--- src/rtl/filter_mc_apb_reg_pkg.sv ---
// Register map, field layout and shared types for the multi-channel filter APB block.
package filter_mc_apb_reg_pkg;

  // Byte addresses of the register map
  localparam logic [7:0] ADDR_CTRL        = 8'h10;
  localparam logic [7:0] ADDR_CFG         = 8'h14;
  localparam logic [7:0] ADDR_FILT_CTRL   = 8'h18;
  localparam logic [7:0] ADDR_GAIN        = 8'h1C;
  localparam logic [7:0] ADDR_TABLE_CFG   = 8'h40;
  localparam logic [7:0] ADDR_TABLE_ADDR  = 8'h44;
  localparam logic [7:0] ADDR_TABLE_WR    = 8'h48;
  localparam logic [7:0] ADDR_TABLE_WRINC = 8'h4C;
  localparam logic [7:0] ADDR_TABLE_WRDEC = 8'h50;
  localparam logic [7:0] ADDR_TABLE_RD    = 8'h54;
  localparam logic [7:0] ADDR_TABLE_RDINC = 8'h58;
  localparam logic [7:0] ADDR_TABLE_RDDEC = 8'h5C;
  localparam logic [7:0] ADDR_TEST        = 8'hF0;
  localparam logic [7:0] ADDR_REGINFO     = 8'hF8;
  localparam logic [7:0] ADDR_ID          = 8'hFC;

  // Word indices (byte address bits [7:2]) used by the decoder
  localparam logic [5:0] W_CTRL        = ADDR_CTRL[7:2];
  localparam logic [5:0] W_CFG         = ADDR_CFG[7:2];
  localparam logic [5:0] W_FILT_CTRL   = ADDR_FILT_CTRL[7:2];
  localparam logic [5:0] W_GAIN        = ADDR_GAIN[7:2];
  localparam logic [5:0] W_TABLE_CFG   = ADDR_TABLE_CFG[7:2];
  localparam logic [5:0] W_TABLE_ADDR  = ADDR_TABLE_ADDR[7:2];
  localparam logic [5:0] W_TABLE_WR    = ADDR_TABLE_WR[7:2];
  localparam logic [5:0] W_TABLE_WRINC = ADDR_TABLE_WRINC[7:2];
  localparam logic [5:0] W_TABLE_WRDEC = ADDR_TABLE_WRDEC[7:2];
  localparam logic [5:0] W_TABLE_RD    = ADDR_TABLE_RD[7:2];
  localparam logic [5:0] W_TABLE_RDINC = ADDR_TABLE_RDINC[7:2];
  localparam logic [5:0] W_TABLE_RDDEC = ADDR_TABLE_RDDEC[7:2];
  localparam logic [5:0] W_TEST        = ADDR_TEST[7:2];
  localparam logic [5:0] W_REGINFO     = ADDR_REGINFO[7:2];
  localparam logic [5:0] W_ID          = ADDR_ID[7:2];

  // Field positions, masks and reset values
  localparam int         CTRL_FILT_EN_SHFT  = 0;
  localparam int         CTRL_CLKOFF_SHFT   = 1;
  localparam int         CTRL_BYPASS_SHFT   = 2;
  localparam logic [2:0] CTRL_RESET         = 3'b110;
  localparam int         CFG_DELAY_SEL_SHFT = 0;
  localparam int         CFG_DELAY_VAL_SHFT = 8;
  localparam logic [4:0] CFG_DELAY_VAL_MSK  = 5'h1F;
  localparam int         GAIN_VAL_SHFT      = 0;
  localparam logic [5:0] GAIN_VAL_MSK       = 6'h3F;
  localparam logic [5:0] GAIN_RESET         = 6'h04;
  localparam int         TABLE_DIRECT_SHFT  = 0;
  localparam int         TEST_CLKOFF_SHFT   = 0;
  localparam logic [7:0] ID_LOW_BYTE        = 8'h0A;

  // Table access FSM states
  typedef enum logic [2:0] {
    IDLE    = 3'd0,
    WR      = 3'd1,
    RD_REQ  = 3'd2,
    RD_WAIT = 3'd3,
    RD_DONE = 3'd4
  } tbl_state_t;

  // Address post-update applied when a table access completes
  typedef enum logic [1:0] {
    STEP_NONE = 2'd0,
    STEP_INC  = 2'd1,
    STEP_DEC  = 2'd2
  } tbl_step_t;

endpackage

--- src/rtl/filter_tbl_access.sv ---
// Coefficient table access engine: sequences SRAM writes/reads, waits out the
// read latency, captures read data and post-updates the table address.
module filter_tbl_access
  import filter_mc_apb_reg_pkg::*;
#(
  parameter int TABLE_AW   = 8,
  parameter int TABLE_DW   = 24,
  parameter int MEM_RD_LAT = 1
) (
  input  logic                clk,
  input  logic                rst_n,
  input  logic                start_wr,
  input  logic                start_rd,
  input  tbl_step_t           step,
  input  logic [TABLE_DW-1:0] wdata,
  input  logic                addr_we,
  input  logic [TABLE_AW-1:0] addr_wdata,
  input  logic [TABLE_DW-1:0] mem_rdata_i,
  output tbl_state_t          state,
  output logic [TABLE_AW-1:0] tbl_addr,
  output logic [TABLE_DW-1:0] rd_data,
  output logic                mem_req_o,
  output logic                mem_we_o,
  output logic [TABLE_AW-1:0] mem_addr_o,
  output logic [TABLE_DW-1:0] mem_wdata_o
);

  // Last value of the latency counter; MEM_RD_LAT is limited to 1..3
  localparam logic [1:0] LAT_LAST = 2'(MEM_RD_LAT - 1);

  tbl_step_t           step_q;
  logic [1:0]          lat_cnt;
  logic [TABLE_AW-1:0] next_addr;

  // Post-update address; wraps naturally modulo 2^TABLE_AW
  always_comb begin
    next_addr = tbl_addr;
    case (step_q)
      STEP_INC: next_addr = tbl_addr + TABLE_AW'(1);
      STEP_DEC: next_addr = tbl_addr - TABLE_AW'(1);
      default:  next_addr = tbl_addr;
    endcase
  end

  // Access FSM with registered SRAM strobes; the address register lives here so
  // the APB write and the post-update never race.
  always_ff @(posedge clk) begin
    if (!rst_n) begin
      state       <= IDLE;
      step_q      <= STEP_NONE;
      lat_cnt     <= '0;
      tbl_addr    <= '0;
      rd_data     <= '0;
      mem_req_o   <= 1'b0;
      mem_we_o    <= 1'b0;
      mem_addr_o  <= '0;
      mem_wdata_o <= '0;
    end else begin
      mem_req_o <= 1'b0;
      mem_we_o  <= 1'b0;
      case (state)
        IDLE: begin
          if (start_wr) begin
            state       <= WR;
            step_q      <= step;
            mem_req_o   <= 1'b1;
            mem_we_o    <= 1'b1;
            mem_addr_o  <= tbl_addr;
            mem_wdata_o <= wdata;
          end else if (start_rd) begin
            state      <= RD_REQ;
            step_q     <= step;
            mem_req_o  <= 1'b1;
            mem_addr_o <= tbl_addr;
          end else if (addr_we) begin
            tbl_addr <= addr_wdata;
          end
        end
        WR: begin
          state    <= IDLE;
          tbl_addr <= next_addr;
        end
        RD_REQ: begin
          state   <= RD_WAIT;
          lat_cnt <= '0;
        end
        RD_WAIT: begin
          if (lat_cnt == LAT_LAST) begin
            rd_data <= mem_rdata_i;
            state   <= RD_DONE;
          end else begin
            lat_cnt <= lat_cnt + 2'd1;
          end
        end
        RD_DONE: begin
          state    <= IDLE;
          tbl_addr <= next_addr;
        end
        default: state <= IDLE;
      endcase
    end
  end

endmodule

--- src/rtl/filter_apb_regs_mc.sv ---
// APB slave for the multi-channel filter: register bank, address decode and
// read mux, with coefficient table accesses delegated to filter_tbl_access.
//
// Handshake: a transfer is in its access phase while psel & penable are high;
// it completes on the first such cycle with pready=1. prdata and pslverr carry
// meaning only in that completing cycle and are 0 at all other times.
module filter_apb_regs_mc
  import filter_mc_apb_reg_pkg::*;
#(
  parameter int          NUM_FILT     = 18,
  parameter int          TABLE_AW     = 8,
  parameter int          TABLE_DW     = 24,
  parameter int          MEM_RD_LAT   = 1,
  parameter logic [7:0]  ID_VERSION   = 8'h03,
  parameter logic [17:0] REGINFO_DATE = 18'd0
) (
  input  logic                pclk,
  input  logic                presetn,
  input  logic                psel,
  input  logic                penable,
  input  logic                pwrite,
  input  logic [7:0]          paddr,
  input  logic [31:0]         pwdata,
  output logic [31:0]         prdata,
  output logic                pready,
  output logic                pslverr,
  output logic                filt_en_o,
  output logic                clkoff_o,
  output logic                bypass_o,
  output logic [NUM_FILT-1:0] filt_ch_en_o,
  output logic                delay_sel_o,
  output logic [4:0]          delay_val_o,
  output logic [5:0]          gain_o,
  output logic                tbl_direct_o,
  output logic                test_filtclkoff_o,
  output logic                mem_req_o,
  output logic                mem_we_o,
  output logic [TABLE_AW-1:0] mem_addr_o,
  output logic [TABLE_DW-1:0] mem_wdata_o,
  input  logic [TABLE_DW-1:0] mem_rdata_i
);

  tbl_state_t          state;
  tbl_step_t           step;
  logic [TABLE_AW-1:0] tbl_addr;
  logic [TABLE_DW-1:0] rd_data;
  logic [5:0]          word;
  logic                access, idle;
  logic                hit_tbl_wr, hit_tbl_rd, mapped;
  logic                tbl_req, start_wr, start_rd, reg_wr;
  logic [31:0]         reg_rdata;
  logic                unused_ok;

  assign word      = paddr[7:2];
  assign access    = psel & penable;
  assign idle      = (state == IDLE);
  assign unused_ok = ^{pwdata, paddr[1:0]};

  // Address decode and INC/DEC selection
  always_comb begin
    hit_tbl_wr = (word == W_TABLE_WR) || (word == W_TABLE_WRINC) || (word == W_TABLE_WRDEC);
    hit_tbl_rd = (word == W_TABLE_RD) || (word == W_TABLE_RDINC) || (word == W_TABLE_RDDEC);
    mapped     = hit_tbl_wr || hit_tbl_rd ||
                 (word == W_CTRL) || (word == W_CFG) || (word == W_FILT_CTRL) ||
                 (word == W_GAIN) || (word == W_TABLE_CFG) || (word == W_TABLE_ADDR) ||
                 (word == W_TEST) || (word == W_REGINFO) || (word == W_ID);
    step = STEP_NONE;
    if ((word == W_TABLE_WRINC) || (word == W_TABLE_RDINC)) step = STEP_INC;
    if ((word == W_TABLE_WRDEC) || (word == W_TABLE_RDDEC)) step = STEP_DEC;
  end

  // Only writes to TABLE_WR* and reads of TABLE_RD* touch the SRAM
  assign tbl_req  = idle & access & ((pwrite & hit_tbl_wr) | (~pwrite & hit_tbl_rd));
  assign start_wr = tbl_req & pwrite & tbl_direct_o;
  assign start_rd = tbl_req & ~pwrite & tbl_direct_o;
  assign reg_wr   = idle & access & pwrite;

  // Register bank; RO and TABLE_RD* words fall through to the default
  always_ff @(posedge pclk) begin
    if (!presetn) begin
      filt_en_o         <= CTRL_RESET[CTRL_FILT_EN_SHFT];
      clkoff_o          <= CTRL_RESET[CTRL_CLKOFF_SHFT];
      bypass_o          <= CTRL_RESET[CTRL_BYPASS_SHFT];
      filt_ch_en_o      <= '0;
      delay_sel_o       <= 1'b0;
      delay_val_o       <= '0;
      gain_o            <= GAIN_RESET;
      tbl_direct_o      <= 1'b0;
      test_filtclkoff_o <= 1'b0;
    end else if (reg_wr) begin
      case (word)
        W_CTRL: begin
          filt_en_o <= pwdata[CTRL_FILT_EN_SHFT];
          clkoff_o  <= pwdata[CTRL_CLKOFF_SHFT];
          bypass_o  <= pwdata[CTRL_BYPASS_SHFT];
        end
        W_CFG: begin
          delay_sel_o <= pwdata[CFG_DELAY_SEL_SHFT];
          delay_val_o <= pwdata[CFG_DELAY_VAL_SHFT +: 5] & CFG_DELAY_VAL_MSK;
        end
        W_FILT_CTRL: filt_ch_en_o      <= pwdata[NUM_FILT-1:0];
        W_GAIN:      gain_o            <= pwdata[GAIN_VAL_SHFT +: 6] & GAIN_VAL_MSK;
        W_TABLE_CFG: tbl_direct_o      <= pwdata[TABLE_DIRECT_SHFT];
        W_TEST:      test_filtclkoff_o <= pwdata[TEST_CLKOFF_SHFT];
        default: ;
      endcase
    end
  end

  // Plain register read mux; unimplemented bits and TABLE_WR* read as 0
  always_comb begin
    reg_rdata = '0;
    case (word)
      W_CTRL:       reg_rdata = {29'd0, bypass_o, clkoff_o, filt_en_o};
      W_CFG:        reg_rdata = {19'd0, delay_val_o, 7'd0, delay_sel_o};
      W_FILT_CTRL:  reg_rdata = 32'(filt_ch_en_o);
      W_GAIN:       reg_rdata = {26'd0, gain_o};
      W_TABLE_CFG:  reg_rdata = {31'd0, tbl_direct_o};
      W_TABLE_ADDR: reg_rdata = 32'(tbl_addr);
      W_TEST:       reg_rdata = {31'd0, test_filtclkoff_o};
      W_REGINFO:    reg_rdata = {14'd0, REGINFO_DATE};
      W_ID:         reg_rdata = {16'd0, ID_VERSION, ID_LOW_BYTE};
      default:      reg_rdata = '0;
    endcase
  end

  // APB response: ready/data/error derived from FSM state and current request
  always_comb begin
    pready  = 1'b0;
    prdata  = '0;
    pslverr = 1'b0;
    case (state)
      IDLE: begin
        pready  = ~(start_wr | start_rd);
        pslverr = access & (~mapped | (tbl_req & ~tbl_direct_o));
        if (access && !pwrite && mapped && !tbl_req) prdata = reg_rdata;
      end
      WR:      pready = 1'b1;
      RD_DONE: begin
        pready = 1'b1;
        prdata = 32'(rd_data);
      end
      default: pready = 1'b0;
    endcase
  end

  filter_tbl_access #(
    .TABLE_AW  (TABLE_AW),
    .TABLE_DW  (TABLE_DW),
    .MEM_RD_LAT(MEM_RD_LAT)
  ) u_tbl (
    .clk        (pclk),
    .rst_n      (presetn),
    .start_wr   (start_wr),
    .start_rd   (start_rd),
    .step       (step),
    .wdata      (pwdata[TABLE_DW-1:0]),
    .addr_we    (reg_wr && (word == W_TABLE_ADDR)),
    .addr_wdata (pwdata[TABLE_AW-1:0]),
    .mem_rdata_i(mem_rdata_i),
    .state      (state),
    .tbl_addr   (tbl_addr),
    .rd_data    (rd_data),
    .mem_req_o  (mem_req_o),
    .mem_we_o   (mem_we_o),
    .mem_addr_o (mem_addr_o),
    .mem_wdata_o(mem_wdata_o)
  );

endmodule

--- config.mk ---
export PLATFORM = sky130hd
export DESIGN_NAME = filter_apb_regs_mc
export DESIGN_NICKNAME = d
export VERILOG_FILES = /design/src/rtl/filter_mc_apb_reg_pkg.sv /design/src/rtl/filter_tbl_access.sv /design/src/rtl/filter_apb_regs_mc.sv
export SDC_FILE = /design/constraint.sdc
export NUM_CORES = 1
export LEC_CHECK = 0
export CAP_MARGIN = 25
export CORE_ASPECT_RATIO = 0.75
export CORE_MARGIN = 5
export CORE_UTILIZATION = 35
export DETAILED_ROUTE_END_ITERATION = 10
export PLACE_DENSITY = 0.77
export SETUP_SLACK_MARGIN = 0.05
export SYNTH_ARGS = -nofsm -noshare
export SYNTH_HDL_FRONTEND = slang
export SYNTH_HIERARCHICAL = 1
export SYNTH_SLANG_ARGS = --single-unit
--- constraint.sdc ---
create_clock -name pclk -period 3.2 [get_ports pclk]
set_clock_uncertainty 0.15 [all_clocks]
set_input_delay 0.64 -clock pclk [delete_from_list [all_inputs] [get_ports pclk]]
set_output_delay 0.64 -clock pclk [all_outputs]
set_load 0.005 [all_outputs]
==> reports/qor.yml <==
outcome:
  status: "complete, no violations"
grt:
  antenna_found_initial: 2
  global_route.usage.met3_pct: 6.50
  grt_start_max_net_pins: 62
  top_usage_layer: "met2"
  gr-usage-met2_pct: 31.0
  grt_remaining_overflow: 0
  use_met1_pct: 28.5
  grt_first_pass_wirelength_mm: 29.0
  grt_usage_pct: 20.4
  grt_pass1_vias: 5120
routing:
  dr.pass1.iters: 6
  viasPerCell: 5.27
  drc: 0
  ant_nets: 0
  routedWlPerCell_um: 17.7
  num_vias: 5654
  wirelength_mm: 18.9
  drtIter0Drc: 718
worst_setup_path:
  critPathKind: "in -> out"
  critPathSlowestCell: "or4b_4"
  cp-end-kind: "output pin"
  critPathMaxStageDelay_ps: 490
  worst_path_most_repeated_cell: "buf_6"
  crit_arrival_ps: 2290
  cp_max_fo: 4
  worstPathRequired_ps: 2410
  path_cells: "buf_2 -> buf_6 -> or4b_4 -> buf_6 -> nor3_4 -> buf_6 -> buf_4 -> a211oi_4 -> o21ai_1 -> buf_2"
  rr_worst_depth: 10
  critPathTopFamily: "buffers and inverters"
  startpoint_type: "primary input"
  path_buf_inv: 6
  path_depth: 10
placed_design:
  dp_hpwl_mm: 13.9
  io_buffers: 153
  place_congestion: 0.922
  dp_cells: 1037
  placed_area_mm2: 0.00735
yosys:
  syn_area_mm2: 0.00535
  ys_ff_latch: 108
  synth.area.top_cells: "dfxtp_1 40%, nand2_1 12%, a21boi_0 6.6%"
  ys_types: 70
  syn-mean-instance-area_um2: 7.93
  synth_warnings: 6
  yosysTopAreaCell: "dfxtp_1"
  ys_seq_area_share_pct: 40.4
  synth_top_area_share_pct: 40.4
  synth_edf_count: 0
  synth_ff_type: "dfxtp_1"
  synthCells: 675
  async_flop_share_pct: 0
run:
  maxCapViolCount: 0
clock_network:
  clk_pin_slew_ps: 80
  numCtsBuffers: 9
  cts_buffer_depth: 2
  cts_root_buffer: "clkbuf_16"
  worstSkewPairLatency_ps: 350
  htreeDepth: 3
  clock_sinks: 108
  cts_tree: "done"
timing:
  rsz0062_at_grt: "no"
  setup_viol: 0
  holdWs_ps: 308
  period_minus_slack_ps: 3080
  layout_worst_path_cycle_share_pct: 96.2
  report.final.slew_viol_count: 0
  timing.fmax_mhz: 325
  tightest_slew_ps: 823
  relSlewSlack_pct: 45.1
  hold_viol: 0
final_layout:
  final_cells: 1072
  fillers: 1410
  layout-drive-gt1-share_pct: 17.0
  synthToLayoutAreaGrowth_pct: 46.4
  final_util_pct: 51.8
  num-nets-final: 931
  final_area_mm2: 0.00784
power:
  switching_share_pct: 25.3
  seq_power_share_pct: 49.2
  internal_power_mw: 2.04
  p_clk_share_pct: 42.0
  p_leak_nw: 2.77
  p_total_mw: 2.73
  pwr_density_cell_mw_per_mm2: 348
  peakVddDrop_uv: 307
  combPwrFrac_pct: 8.7
  power_switching_uw: 690
floorplan:
  std_cell_rows: 39
  die_y_um: 117
  die_w_um: 153
  initial_core_util_pct: 35.4
  die_area_mm2: 0.0179
  io_pins: 172
  core_area_mm2: 0.0151
worst_hold_path:
  whs_path_depth: 2
  worst_hold_path_type: "reg -> reg"
==> synth_stat cells (all sizes together) (3+ instances only) <==
master   number
or3           4
o2bb2ai       3
a21boi       47
nand3b        3
nand2b        7
a32o          5
o31ai         3
nor4b         4
a22oi         7
or4b          3
o211ai        3
inv          11
nand3        27
nor2         11
mux2i        14
a21oi        44
buf          21
a211oi        9
dfxtp       108
o21ai        37
and2         12
clkbuf       41
nand4         5
nand2       164
nor2b         7
nor3         17
and3          5
xnor2         5
a32oi         3
a22o          8
or2           5
==> cell usage in the layout (no fill, tap or decap), types with 5 or more instances in the layout <==
cell type / instances
nand2_1: 164
clkdlybuf4s50_1: 123
dfxtp_1: 108
buf_4: 64
a21boi_0: 46
a21oi_1: 43
o21ai_0: 28
nand3_1: 26
buf_2: 18
mux2i_1: 14
nor3_1: 12
inv_1: 11
and2_1: 11
nor2_1: 10
clkbuf_16: 9
a22o_1: 8
conb_1: 8
dlygate4sd2_1: 8
buf_6: 8
o21ai_1: 7
nand2b_1: 7
nor2b_1: 6
a211oi_1: 6
nand4_1: 5
a32o_1: 5
a22oi_1: 5
xnor2_1: 5
==> worst min-delay path: stages, from the launching register on <==
cell,delay [ps]
dfxtp_1,310
nand2_1,50
a21oi_1,50
==> metrics by stage <==
step                      setup TNS [ps]  setup slack (ps)
after global routing                   0              62.6
after floorplan                        0               161
after CTS                              0              52.1
after global placement            -17900              -557
final                                  0               120
after detailed placement          -17370              -582
==> cell type report <==
cell class	count	area [µm²]	area share, %
multi-input combinational	501	2980	38.1
sequential	108	2160	27.6
timing repair buffer	229	2090	26.6
tap	205	256	3.27
clock buffer	10	239	3.05
clock inverter	6	62.6	0.798
inverter	11	41.3	0.527
antenna	2	5.00	0.0639
==> path summary, 6_finish.rpt <==
check                           slack [ps]                   from                     to
worst max-delay path                   120               paddr[7]              prdata[8]
worst max register to register         480         u_tbl/state[2]      u_tbl/tbl_addr[0]
worst min register to register         310  u_tbl/mem_wdata_o[11]  u_tbl/mem_wdata_o[11]
worst min-delay path                   310  u_tbl/mem_wdata_o[11]  u_tbl/mem_wdata_o[11]
==> layer usage <==
layer | part of all wire (%) | wire [µm]
met5 | 0 | 0
met3 | 10 | 1900
met2 | 43 | 8190
met1 | 45 | 8550
met4 | 1.5 | 284
==> power by group through the flow <==
stage / sequential [mW] / clock [mW] / combinational [mW]
after floorplan: 1.38 / 0 / 0.0917
after global placement: 1.38 / 0 / 0.220
after detailed placement: 1.38 / 0 / 0.218
after CTS: 1.34 / 1.17 / 0.233
after global routing: 1.34 / 1.22 / 0.252
final: 1.34 / 1.15 / 0.238
==> state kept, by name (all words and copies together), names as in the netlist, 2 cells and up <==
| register | flops |
|---|---|
| delay_val_o | 5 |
| u_tbl/mem_addr_o | 8 |
| u_tbl/step_q | 2 |
| filt_ch_en_o | 18 |
| gain_o | 6 |
| u_tbl/rd_data | 24 |
| u_tbl/state | 3 |
| u_tbl/lat_cnt | 2 |
| u_tbl/mem_wdata_o | 24 |
| u_tbl/tbl_addr | 8 |
==> timing repair <==
item                                    4_1_cts  5_1_grt
endpoints found under the setup margin       28        6
buffers inserted                             15        3
hold buffers                                  0        0
resized for setup                           114        3
pin swaps                                    13        6
==> logic make-up after synthesis <==
family          after synthesis  synth area share (%)
simple gates                283                  25.4
compound gates              185                  23.0
flops                       108                  40.4
buf+inv                      73                  6.54
mux                          15                  2.83
xor+xnor                      7                  1.15
fa+ha+maj                     3                 0.678
other cells                   1                0.0701
No activity file was read; power rests on OpenSTA's default activity.
